## config.mk

```make
export PLATFORM = sky130hd
export DESIGN_NAME = pipe_hazard_ctrl_flat
export DESIGN_NICKNAME = d
export VERILOG_FILES = /design/src/rtl/pipe_hazard_ctrl_pkg.sv /design/src/rtl/pipe_hazard_ctrl_if.sv /design/src/rtl/pipe_hazard_ctrl_div_lat_timer.sv /design/src/rtl/pipe_hazard_ctrl.sv /design/src/flat_wrapper.sv
export SDC_FILE = /design/constraint.sdc
export NUM_CORES = 1
export LEC_CHECK = 0
export BUFFER_PORTS_ARGS = -buffer_cell sky130_fd_sc_hd__buf_2
export CORE_UTILIZATION = 43
export DETAILED_ROUTE_END_ITERATION = 8
export PLACE_DENSITY = 0.75
export SLEW_MARGIN = 10
export SYNTH_ARGS = -nofsm -noshare
export SYNTH_HDL_FRONTEND = slang
export SYNTH_SLANG_ARGS = --single-unit
```

## constraint.sdc

```tcl
create_clock -name clk -period 1.74 [get_ports clk]
set_clock_uncertainty 0.2 [all_clocks]
set_input_delay 0.348 -clock clk [delete_from_list [all_inputs] [get_ports clk]]
set_output_delay 0.348 -clock clk [all_outputs]
set_load 0.01 [all_outputs]
```

## src/rtl/pipe_hazard_ctrl_pkg.sv

```systemverilog
// Shared constants for the pipeline hazard controller: stage indices, FSM states,
// default divide latency and the per-hazard pause/flush stage masks.
package pipe_hazard_ctrl_pkg;

   localparam int unsigned NSTAGE      = 5;
   localparam int unsigned DIV_LAT_DEF = 34;

   localparam int unsigned STG_PC    = 0;
   localparam int unsigned STG_IFID  = 1;
   localparam int unsigned STG_IDEX  = 2;
   localparam int unsigned STG_EXMEM = 3;
   localparam int unsigned STG_MEMWB = 4;

   localparam logic [31:0] INIT_32 = '0;

   typedef enum logic [1:0] {
      ST_RUN = 2'd0,
      ST_DIV = 2'd1,
      ST_MEM = 2'd2
   } hz_state_e;

   typedef logic [NSTAGE-1:0] stg_mask_t;

   // Each hazard freezes everything upstream of the stalled stage and bubbles the stage after it.
   localparam stg_mask_t MEM_PAUSE = 5'b01111;
   localparam stg_mask_t MEM_FLUSH = 5'b10000;
   localparam stg_mask_t DIV_PAUSE = 5'b00111;
   localparam stg_mask_t DIV_FLUSH = 5'b01000;
   localparam stg_mask_t BR_FLUSH  = 5'b00110;
   localparam stg_mask_t LU_PAUSE  = 5'b00011;
   localparam stg_mask_t LU_FLUSH  = 5'b00100;

endpackage

```

## src/rtl/pipe_hazard_ctrl_if.sv

```systemverilog
// Hazard request / stage control bundle between the datapath (master) and the
// hazard controller (slave).
interface pipe_hazard_ctrl_if;
   import pipe_hazard_ctrl_pkg::*;

   logic      load_use;
   logic      div_start;
   logic      mem_req;
   logic      mem_rdy;
   logic      br_taken;
   stg_mask_t pause;
   stg_mask_t flush;
   logic      div_done;
   logic      busy;

   modport master (
      output load_use, div_start, mem_req, mem_rdy, br_taken,
      input  pause, flush, div_done, busy
   );

   modport slave (
      input  load_use, div_start, mem_req, mem_rdy, br_taken,
      output pause, flush, div_done, busy
   );

endinterface

```

## src/rtl/pipe_hazard_ctrl_div_lat_timer.sv

```systemverilog
// Divide latency timer: loads LOAD on request, then counts down every cycle and
// saturates at zero; zero flags that the divide result is ready.
module div_lat_timer #(
   parameter int unsigned W    = 6,
   parameter int unsigned LOAD = 33
) (
   input  logic clk,
   input  logic rst,
   input  logic load,
   output logic zero
);

   logic [W-1:0] cnt;

   always_ff @(posedge clk) begin
      if (rst)
         cnt <= '0;
      else if (load)
         cnt <= W'(LOAD);
      else if (cnt != '0)
         cnt <= cnt - W'(1);
   end

   assign zero = (cnt == '0);

endmodule

```

## src/rtl/pipe_hazard_ctrl.sv

```systemverilog
// Pipeline stall/flush sequencer. Optional HAZARD_PERF_EN adds stall_cycles and
// flush_cnt performance counters.
module pipe_hazard_ctrl
   import pipe_hazard_ctrl_pkg::*;
#(
   parameter int unsigned DIV_LAT = DIV_LAT_DEF
) (
   input  logic clk,
   input  logic rst,
   pipe_hazard_ctrl_if.slave hz
`ifdef HAZARD_PERF_EN
   ,
   output logic [31:0] stall_cycles,
   output logic [15:0] flush_cnt
`endif
);

   localparam int unsigned CW = $clog2(DIV_LAT);

   hz_state_e state, state_nxt;
   stg_mask_t pause_c, flush_c;
   logic      mem_wait;
   logic      div_load;
   logic      div_zero;
   logic      div_done_c;

   div_lat_timer #(
      .W    (CW),
      .LOAD (DIV_LAT - 1)
   ) u_timer (
      .clk  (clk),
      .rst  (rst),
      .load (div_load),
      .zero (div_zero)
   );

   always_ff @(posedge clk) begin
      if (rst)
         state <= ST_RUN;
      else
         state <= state_nxt;
   end

   always_comb begin
      state_nxt  = state;
      pause_c    = '0;
      flush_c    = '0;
      div_load   = 1'b0;
      div_done_c = 1'b0;
      mem_wait   = hz.mem_req && !hz.mem_rdy;

      unique case (state)
         ST_RUN: begin
            if (mem_wait) begin
               pause_c   = MEM_PAUSE;
               flush_c   = MEM_FLUSH;
               state_nxt = ST_MEM;
            end else if (hz.div_start) begin
               pause_c   = DIV_PAUSE;
               flush_c   = DIV_FLUSH;
               div_load  = 1'b1;
               state_nxt = ST_DIV;
            end else if (hz.br_taken) begin
               flush_c = BR_FLUSH;
            end else if (hz.load_use) begin
               pause_c = LU_PAUSE;
               flush_c = LU_FLUSH;
            end
         end
         // Timer keeps running under a memory wait, so a finished divide simply
         // waits in this state for the wait to clear before reporting done.
         ST_DIV: begin
            if (mem_wait) begin
               pause_c = MEM_PAUSE;
               flush_c = MEM_FLUSH;
            end else if (!div_zero) begin
               pause_c = DIV_PAUSE;
               flush_c = DIV_FLUSH;
            end else begin
               div_done_c = 1'b1;
               state_nxt  = ST_RUN;
            end
         end
         ST_MEM: begin
            if (mem_wait) begin
               pause_c = MEM_PAUSE;
               flush_c = MEM_FLUSH;
            end else begin
               state_nxt = ST_RUN;
            end
         end
         default: state_nxt = ST_RUN;
      endcase

      if (rst) begin
         pause_c    = '0;
         flush_c    = '0;
         div_load   = 1'b0;
         div_done_c = 1'b0;
      end
   end

   assign hz.pause    = pause_c;
   assign hz.flush    = flush_c;
   assign hz.div_done = div_done_c;
   assign hz.busy     = |pause_c;

`ifdef HAZARD_PERF_EN
   // The branch mask is unique among the hazard patterns, so it identifies branch flushes.
   always_ff @(posedge clk) begin
      if (rst) begin
         stall_cycles <= '0;
         flush_cnt    <= '0;
      end else begin
         if (|pause_c)
            stall_cycles <= stall_cycles + 32'd1;
         if (flush_c == BR_FLUSH)
            flush_cnt <= flush_cnt + 16'd1;
      end
   end
`endif

endmodule
```

## src/flat_wrapper.sv

```systemverilog
// flat-port wrapper written by rule: the top's interface ports become plain ports
module pipe_hazard_ctrl_flat import pipe_hazard_ctrl_pkg::*;
#(
   parameter int unsigned DIV_LAT = DIV_LAT_DEF
)
  (clk, rst, hz_load_use, hz_div_start, hz_mem_req, hz_mem_rdy, hz_br_taken, hz_pause, hz_flush, hz_div_done, hz_busy);
  pipe_hazard_ctrl_if hz_i ();
  input  logic clk;
  input  logic rst;
  input wire logic [$bits(hz_i.load_use)-1:0] hz_load_use;
  input wire logic [$bits(hz_i.div_start)-1:0] hz_div_start;
  input wire logic [$bits(hz_i.mem_req)-1:0] hz_mem_req;
  input wire logic [$bits(hz_i.mem_rdy)-1:0] hz_mem_rdy;
  input wire logic [$bits(hz_i.br_taken)-1:0] hz_br_taken;
  output wire logic [$bits(hz_i.pause)-1:0] hz_pause;
  output wire logic [$bits(hz_i.flush)-1:0] hz_flush;
  output wire logic [$bits(hz_i.div_done)-1:0] hz_div_done;
  output wire logic [$bits(hz_i.busy)-1:0] hz_busy;
  assign hz_i.load_use = hz_load_use;
  assign hz_i.div_start = hz_div_start;
  assign hz_i.mem_req = hz_mem_req;
  assign hz_i.mem_rdy = hz_mem_rdy;
  assign hz_i.br_taken = hz_br_taken;
  assign hz_pause = hz_i.pause;
  assign hz_flush = hz_i.flush;
  assign hz_div_done = hz_i.div_done;
  assign hz_busy = hz_i.busy;
  pipe_hazard_ctrl #(.DIV_LAT(DIV_LAT)) u_core (.clk(clk), .rst(rst), .hz(hz_i));
endmodule
```

==> impl_metrics.tcl, run 1 <==
set metrics [dict create \
    die-height_um 39.4 \
    crit_arrival_ns 1.61 \
    core_area_mm2 0.00130 \
    place_area_um2 808 \
    setup_ws_ns -0.413 \
    r2r_start "u_core.u_timer.cnt[0]" \
    dieArea_mm2 0.00155 \
    antenna_found_initial 0 \
    synth_async_sr_flop_share_pct 0 \
    slew_violations 0 \
    place_congestion 0.761 \
    yosysTopAreaCellShare_pct 26.7 \
    finalHoldViolations 0 \
    syn_to_final_growth_pct 65.8 \
    netlist_instances 69 \
    grt_pass1_vias 586 \
    ys.flop_type "dfxtp_1" \
    cts_hold_buf 0 \
    insertion_delay_ns 0.25 \
    whs_path_depth 3 \
    reg2regPathDepth 7 \
    cp-start-kind "flop" \
    place_inst 111 \
    synthesis.area_um2 601 \
    route.detailed.drc 1 \
    critical_path_class "reg2out" \
    wirelength_mm 2.04 \
    cts_tree "done" \
    holdWs_ns 0.241 \
    numCtsBuffers 3 \
    rows 13 \
    dp_hpwl_mm 1.16 \
    clock-root-buffer "clkbuf_4" \
    hold-path-endpoint "u_core.state[1]" \
    die_w_um 39.4 \
    post-synth-top-count-cell "dfxtp_1" \
    stdcell_count 121 \
    power.density_mw_per_mm2 1700 \
    place_ws_ns -0.122 \
    synth.ff_latch_count 8 \
    total_power_mw 1.69 \
    post_drt_via_cell_ratio 5.78 \
    rsz0062_at_grt "true" \
    grt_use_total_pct 25.6 \
    drv_cap 0 \
    grt_overflow 0 \
    drt_iter0_markers 20 \
    reg2reg_to "u_core.u_timer.cnt[4]" \
    ys_warn_count 0 \
    r2r_setup_slack_ns 0.02 \
    vias 699 \
    layout.nets 117 \
    crit_required_ns 1.19 \
    min_period_ns 2.15 \
    synth_commonest_cells "dfxtp_1 (8), buf_4 (4), inv_1 (4), nor2b_1 (4), nor3_1 (4)" \
    synth_top_area_cell "dfxtp_1" \
    firstDrtPassIters 6 \
    setup_viol 8 \
    crit_fanout 4 \
    violations "DRC, setup timing" \
    initial_core_util_pct 46.2 \
    h-tree-depth 1 \
    vdd_drop_max_uv 887 \
    diodes 0 \
    ys_seq_area_share_pct 26.7 \
    status "finished, violations left" \
    synth_edf_count 0 \
    ios 19 \
    synth.distinct_cells 37 \
    min_period_over_period_pct 124 \
    netlist_top_cells_area "dfxtp_1 (27%), buf_4 (5.0%), a2111oi_4 (4.6%)" \
    worstSetupEndpointType "output port" \
    path_clk_slew_ns 0.06 \
    syn_area_per_cell_um2 8.70 \
    wl_per_cell_um 16.9 \
    min_from "rst" \
    portBuffers 16 \
    max_freq_mhz 464 \
    cts_buffer_depth 2 \
    grt_max_degree 11 \
    ant_nets 0 \
    leakagePower_nw 0.437 \
    drive_gt1_share_pct 63.2 \
    grt_pass1_wl_mm 2.61 \
    final_cell_area_um2 996 \
    hold_path.class "in2reg" \
    clock_sinks 8 \
]
[cell usage in the layout (no fill, tap or decap), types with 2 or more instances in the layout]
master | Yosys | routed
buf_4 | 4 | 20
or4_4 | 2 | 2
clkbuf_4 | 0 | 3
a2111oi_4 | 1 | 2
a21oi_1 | 2 | 2
xnor2_1 | 2 | 2
ha_1 | 2 | 2
dfxtp_2 | 0 | 3
conb_1 | 1 | 2
buf_6 | 0 | 3
dfxtp_4 | 0 | 2
buf_2 | 1 | 16
inv_1 | 4 | 3
nor2_4 | 1 | 2
o31ai_1 | 3 | 3
dfxtp_1 | 8 | 3
o21ai_0 | 2 | 2
nor2b_1 | 4 | 4
nor3_1 | 4 | 2
nor3_2 | 0 | 2
nor4_2 | 1 | 2
a31oi_1 | 3 | 2
[critical path, cell delays in order, from the launching register on]
cell      delay (ns)
dfxtp_2         0.32
or4_4           0.59
nor2_4          0.16
a311oi_2        0.11
buf_2           0.16
[worst max path at each step]
| stage | start | endpoint | slack, ns |
|---|---|---|---|
| 6_report | u_core.u_timer.cnt[5] | hz_pause[2] | -0.41 |
| 2_1_floorplan | u_core.u_timer.cnt[5] | hz_pause[1] | -0.15 |
| 3_5_place_dp | u_core.u_timer.cnt[5] | hz_pause[2] | -0.12 |
| 5_1_grt | u_core.u_timer.cnt[5] | hz_pause[2] | -0.46 |
| 4_1_cts | u_core.u_timer.cnt[4] | hz_pause[1] | -0.40 |
| 3_3_place_gp | u_core.u_timer.cnt[5] | hz_pause[1] | -0.11 |
[report_power, final]
group / switching [mW] / total, mW / internal (mW)
registers: 0.0483 / 0.303 / 0.254
logic: 0.617 / 1.24 / 0.626
clock network: 0.0697 / 0.149 / 0.0794
total: 0.735 / 1.69 / 0.960
[layer usage]
metal  track usage [%]  share of wire (%)
met2              48.3                 54
met4              9.48                2.6
met5                 0                  0
met1              27.5                 39
met3              5.11                4.2
[stage by stage]
stage | utilization (%) | setup TNS (ns)
after floorplan | - | -0.178
after global placement | 62.1 | -0.576
after detailed placement | 62.1 | -0.749
after CTS | 70.7 | -2.17
after global routing | 76.5 | -2.87
final | 76.5 | -2.39
[registers in the layout (all words and copies together), names as in the netlist]
register and cells:
u_core.u_timer.cnt 6, u_core.state 2
[area by class of cell]
| class | instances | area [um^2] |
|---|---|---|
| inverter | 4 | 15.0 |
| clock buffer | 3 | 22.5 |
| sequential | 8 | 171 |
| timing repair buffer | 39 | 264 |
| tap | 15 | 18.8 |
| multi-input combinational | 52 | 504 |
| fill | 94 | 305 |
[what timing repair did]
| item | 4_1_cts | 5_1_grt |
|---|---|---|
| endpoints found under the setup margin | 10 | 11 |
| buffers inserted | 5 | 5 |
| gates resized for setup | 9 | 14 |
| hold endpoints to repair | 0 | 0 |
| pin swaps | 7 | 8 |
| gates cloned | 0 | 0 |
[cell families after synthesis]
| kind of cell | synth area share [%] |
|---|---|
| other | 0.624 |
| XOR/XNOR | 2.92 |
| buffers and inverters | 8.96 |
| adder cells (fa/ha/maj) | 4.17 |
| AO/OA/AOI/OAI | 25.4 |
| flip-flops | 26.7 |
| AND/OR/NAND/NOR | 31.3 |
Power figures use the tool's default switching activity.
==> run 2: changes to the inputs <==
--- a/config.mk
+++ b/config.mk
@@ -5,10 +5,11 @@
 export SDC_FILE = /design/constraint.sdc
 export NUM_CORES = 1
 export LEC_CHECK = 0
-export BUFFER_PORTS_ARGS = -buffer_cell sky130_fd_sc_hd__buf_2
-export CORE_UTILIZATION = 43
+export CORE_MARGIN = 3
+export CORE_UTILIZATION = 45
 export DETAILED_ROUTE_END_ITERATION = 8
-export PLACE_DENSITY = 0.75
+export DONT_BUFFER_PORTS = 1
+export PLACE_DENSITY = 0.65
 export SLEW_MARGIN = 10
 export SYNTH_ARGS = -nofsm -noshare
 export SYNTH_HDL_FRONTEND = slang
==> impl_metrics.tcl, run 2 (synthesis gave the netlist of run 1 again) <==
set metrics [dict create \
    place_inst 97 \
    crit_fanout 3 \
    largest_register "u_core.u_timer.cnt" \
    power.density_mw_per_mm2 1740 \
    multi_input_area_um2 532 \
    drt_iter0_markers 9 \
    grt_use_total_pct 19.4 \
    ios 19 \
    leakagePower_nw 0.365 \
    stdcell_count 107 \
    reg_top3 "u_core.u_timer.cnt (6), u_core.state (2)" \
    layout.nets 104 \
    h-tree-depth 1 \
    cts_buffer_depth 2 \
    cp-start-kind "flop" \
    largest_register_ffs 6 \
    firstDrtPassIters 4 \
    finalHoldViolations 0 \
    antenna_found_initial 0 \
    min_from "hz_div_start" \
    clock_sinks 8 \
    grt_pass1_wl_mm 2.57 \
    setup_ws_ns -0.295 \
    route.detailed.drc 0 \
    max_freq_mhz 491 \
    diodes 0 \
    dp_hpwl_mm 1.17 \
    initial_core_util_pct 51.3 \
    post_drt_via_cell_ratio 5.97 \
    wirelength_mm 1.88 \
    grt_overflow 0 \
    wl_per_cell_um 17.6 \
    grt_pass1_vias 586 \
    violations "setup timing" \
    grt_max_degree 9 \
    rows 12 \
    place_congestion 0.772 \
    vdd_drop_max_uv 1240 \
    ant_nets 0 \
    reg2reg_to "u_core.u_timer.cnt[4]" \
    die-height_um 42.5 \
    mostFrequentLayoutCells "buf_4 (24), nor2b_1 (4), dfxtp_1 (4)" \
    max_slew_margin_pct 66.7 \
    crit_required_ns 1.19 \
    critical_path_class "reg2out" \
    slew_violations 0 \
    crit_arrival_ns 1.49 \
    worstSetupEndpointType "output port" \
    rsz0062_at_grt "true" \
    core_area_mm2 0.00117 \
    r2r_setup_slack_ns 0.02 \
    syn_to_final_growth_pct 59.2 \
    status "finished, violations left" \
    drv_cap 0 \
    layout_commonest_cell "buf_4" \
    cts_tree "done" \
    holdWs_ns 0.0717 \
    path_clk_slew_ns 0.05 \
    reg2regPathDepth 5 \
    min_period_over_period_pct 117 \
    worst-slew-pin-transition_ns 0.494 \
    num-fill-cells 67 \
    dieArea_mm2 0.00181 \
    min_period_ns 2.03 \
    whs_path_depth 2 \
    numCtsBuffers 3 \
    drive_gt1_share_pct 60.2 \
    seq_area_um2 168 \
    die_w_um 42.5 \
    vias 639 \
    hold-path-endpoint "u_core.u_timer.cnt[0]" \
    hold_path.class "in2reg" \
    fin_util_pct 81.6 \
    r2r_start "u_core.u_timer.cnt[4]" \
    clock-root-buffer "clkbuf_4" \
    setup_viol 6 \
    insertion_delay_ns 0.26 \
    portBuffers 0 \
]
run 2: worst max-delay path by stage:
stage                          startpoint           to  slack (ns)
floorplan           u_core.u_timer.cnt[5]  hz_pause[1]       -0.15
global placement    u_core.u_timer.cnt[5]  hz_pause[0]       -0.01
detailed placement  u_core.u_timer.cnt[5]  hz_pause[1]       -0.02
CTS                 u_core.u_timer.cnt[5]  hz_pause[0]       -0.30
global route        u_core.u_timer.cnt[5]  hz_pause[0]       -0.33
finish              u_core.u_timer.cnt[4]  hz_pause[0]       -0.29
run 2: metrics by stage:
step                setup WS (ns)  area, um^2  TNS (ns)  total power, mW
floorplan                  -0.147         628    -0.178            0.879
global placement          -0.0137         749   -0.0367             1.18
detailed placement        -0.0249         749   -0.0521             1.20
CTS                        -0.303         840     -1.59             1.42
global route               -0.335         956     -2.07             1.77
finish                     -0.295         956     -1.65             1.67
run 2: timing repair:
item / 4_1_cts / 5_1_grt
pin swaps: 4 / 5
setup buffers: 2 / 4
hold buffers: 1 / 0
endpoints found under the hold margin: 8 / 0
resized for setup: 7 / 17
endpoints found under the setup margin: 8 / 14
run 2: per-layer routing:
metal / GRT usage (%) / routed length [um]
met5: 0 / 0
met4: 5.59 / 62
met3: 6.87 / 98
met2: 29.5 / 927
met1: 25.5 / 790
run 2: cell type report:
class,count,area share (%)
multi-input cells,52,55.6
repair buffers,26,21.1
flip-flops and latches,8,17.5
clock buffers,3,2.36
well taps,14,1.83
inverters,4,1.57
run 2: where the power goes:
group,switching [mW],internal (mW)
Clock,0.0675,0.0792
Sequential,0.0685,0.253
Combinational,0.577,0.621
run 2: critical path: stages, from the launching register on:
cell and delay, ns:
dfxtp_2 0.34, or4_4 0.56, o21ai_4 0.19, a31oi_4 0.14
==> run 3: changes to the inputs <==
--- a/config.mk
+++ b/config.mk
@@ -5,11 +5,12 @@
 export SDC_FILE = /design/constraint.sdc
 export NUM_CORES = 1
 export LEC_CHECK = 0
-export CORE_MARGIN = 3
-export CORE_UTILIZATION = 45
+export ABC_AREA = 1
+export CORE_AREA = 3 3 40 42
 export DETAILED_ROUTE_END_ITERATION = 8
+export DIE_AREA = 0 0 43 45
 export DONT_BUFFER_PORTS = 1
-export PLACE_DENSITY = 0.65
+export PLACE_DENSITY = 0.62
 export SLEW_MARGIN = 10
 export SYNTH_ARGS = -nofsm -noshare
 export SYNTH_HDL_FRONTEND = slang
==> impl_metrics.tcl, run 3 <==
set metrics [dict create \
    status "finished, violations left" \
    violations "setup timing" \
    grt_max_degree 8 \
    clock-root-buffer "clkbuf_4" \
    ant_nets 0 \
    place_congestion 0.738 \
    ys.flop_type "dfxtp_1" \
    largest_register_ffs 6 \
    ys_seq_area_share_pct 28.4 \
    finalHoldViolations 0 \
    swShare_pct 43.1 \
    h-tree-depth 1 \
    diodes 0 \
    crit_fanout 3 \
    core_area_mm2 0.00128 \
    post_drt_via_cell_ratio 5.25 \
    grt_use_total_pct 14.5 \
    synth_commonest_cells "nand2_1 (13), inv_1 (12), dfxtp_1 (8), nor2_1 (8), nand3_1 (5)" \
    cts_buffer_depth 2 \
    clkPwrFrac_pct 11.5 \
    leakagePower_nw 0.356 \
    die-height_um 45 \
    syn_to_final_growth_pct 32.4 \
    path_clk_slew_ns 0.06 \
    drv_cap 0 \
    power.density_mw_per_mm2 1730 \
    worstSetupEndpointType "output port" \
    synth.distinct_cells 24 \
    dp_hpwl_um 817 \
    critical_path_class "reg2out" \
    synth_top_area_cell "dfxtp_1" \
    vdd_drop_max_uv 914 \
    mostFrequentLayoutCells "buf_4 (12), nand2_1 (11), inv_1 (9)" \
    synth_edf_count 0 \
    grt_overflow 0 \
    initial_core_util_pct 43.9 \
    power.internal_mw 0.733 \
    portBuffers 0 \
    antenna_found_initial 0 \
    hold_path.class "in2reg" \
    largest_register "u_core.u_timer.cnt" \
    crit_required_ns 1.19 \
    cp-start-kind "flop" \
    clock_sinks 8 \
    netlist_instances 79 \
    netlist_top_cells_area "dfxtp_1 (28%), nand2_1 (8.6%), inv_1 (8.0%)" \
    layout.nets 103 \
    drt_iter0_markers 13 \
    slew_violations 0 \
    final_cell_area_um2 747 \
    reg_top3 "u_core.u_timer.cnt (6), u_core.state (2)" \
    insertion_delay_ns 0.26 \
    firstDrtPassIters 4 \
    drive_gt1_share_pct 45.7 \
    syn_area_per_cell_um2 7.14 \
    die_w_um 43 \
    synth_async_sr_flop_share_pct 0 \
    synth.ff_latch_count 8 \
    setup_ws_ns -0.0311 \
    power_frac_seq_pct 26.0 \
    num-fill-cells 120 \
    synthesis.area_um2 564 \
    grt_pass1_vias 532 \
    numCtsBuffers 3 \
    dieArea_mm2 0.00194 \
    cts_tree "done" \
    max_freq_mhz 565 \
    rsz0062_at_grt "true" \
    crit_arrival_ns 1.22 \
    yosysTopAreaCellShare_pct 28.4 \
    setup_viol 4 \
    power.share.combinational_pct 62.5 \
    vias 562 \
    p_sw_mw 0.556 \
    rows 13 \
    place_area_um2 599 \
    wl_per_cell_um 11.1 \
    ys_warn_count 0 \
    ios 19 \
    grt_pass1_wl_mm 2.07 \
    wirelength_mm 1.18 \
    min_period_over_period_pct 102 \
    min_period_ns 1.77 \
    layout_commonest_cell "buf_4" \
    post-synth-top-count-cell "nand2_1" \
    total_power_mw 1.29 \
    route.detailed.drc 0 \
]
==> run 3: cell types whose count changed after synthesis, moves of 3 or more <==
cell     delta
nand2_1    +11
inv_1       +8
nor2_1      +6
nand2_2     +4
nand3_1     +4
nor2b_1     -4
a31oi_1     -3
nand4_1     +3
o31ai_1     -3
==> run 3: metal layers <==
metal | GRT usage (%) | up-vias | routed length [um]
met1 | 16.0 | 268 | 474
met5 | 0 | - | 0
met2 | 24.3 | 14 | 612
met4 | 9.04 | 0 | 28
li1 | - | 276 | -
met3 | 4.78 | 4 | 67
==> run 3: cell type report <==
type | instances | area [um^2] | share of cell area [%]
Inverter | 12 | 45.0 | 6.03
Sequential cell | 8 | 170 | 22.8
Timing Repair Buffer | 13 | 100 | 13.4
Tap cell | 15 | 18.8 | 2.51
Clock buffer | 3 | 22.5 | 3.02
Multi-Input combinational cell | 56 | 390 | 52.3
==> run 3: worst paths after layout <==
| kind | start | to | slack [ns] | cells after the start |
|---|---|---|---|---|
| setup / recovery | u_core.u_timer.cnt[1] | hz_pause[0] | -0.03 | 7 |
| hold / removal | hz_mem_req | u_core.state[1] | 0.14 | 2 |
| setup reg to reg | u_core.u_timer.cnt[0] | u_core.u_timer.cnt[4] | 0.27 | 7 |
| hold reg to reg | u_core.state[0] | u_core.state[1] | 0.28 | 1 |
==> run 3: cell families (layout without fill, tap and decap cells) <==
family,count (synthesis),after routing,share of synthesized area (%)
and+or+nand+nor,44,44,43.5
buffers and inverters,16,28,13.3
DFF,8,8,28.4
AOI/OAI and AO/OA,6,6,6.65
adders and majority gates,2,2,4.43
xor gates and xnor gates,2,2,3.10
other,1,2,0.665
==> run 3: repair_timing <==
action,in CTS,in global routing
endpoints found under the hold margin,3,0
gates resized for setup,17,2
pin swaps,8,3
endpoints found under the setup margin,6,6
setup buffers,7,1
hold buffers,1,0
==> run 3: worst max-delay path, cell delays in order, from the launching register on <==
cell,delay [ns]
dfxtp_2,0.32
inv_2,0.07
ha_4,0.17
nand4_4,0.08
nand2_2,0.10
nand2_2,0.07
nand2_4,0.08
nand2_4,0.07
==> run 3: power groups by stage <==
stage          logic (mW)  clock network, mW  registers [mW]
2_1_floorplan       0.525                  0           0.316
3_3_place_gp        0.602                  0           0.325
3_5_place_dp        0.609                  0           0.325
4_1_cts             0.795              0.154           0.332
5_1_grt             0.917              0.167           0.344
6_report            0.805              0.148           0.335
==> run 3: stage by stage <==
step	util, %	hold WS [ns]	std cells	worst slack, ns	TNS (ns)
after floorplan	-	0.217	80	0.0246	0
after global placement	46.6	0.218	95	0.141	0
after detailed placement	46.6	0.221	95	0.122	0
after CTS	56.9	0.144	106	-0.0360	-0.120
after global routing	58.1	0.144	107	-0.113	-0.484
final	58.1	0.142	107	-0.0311	-0.101
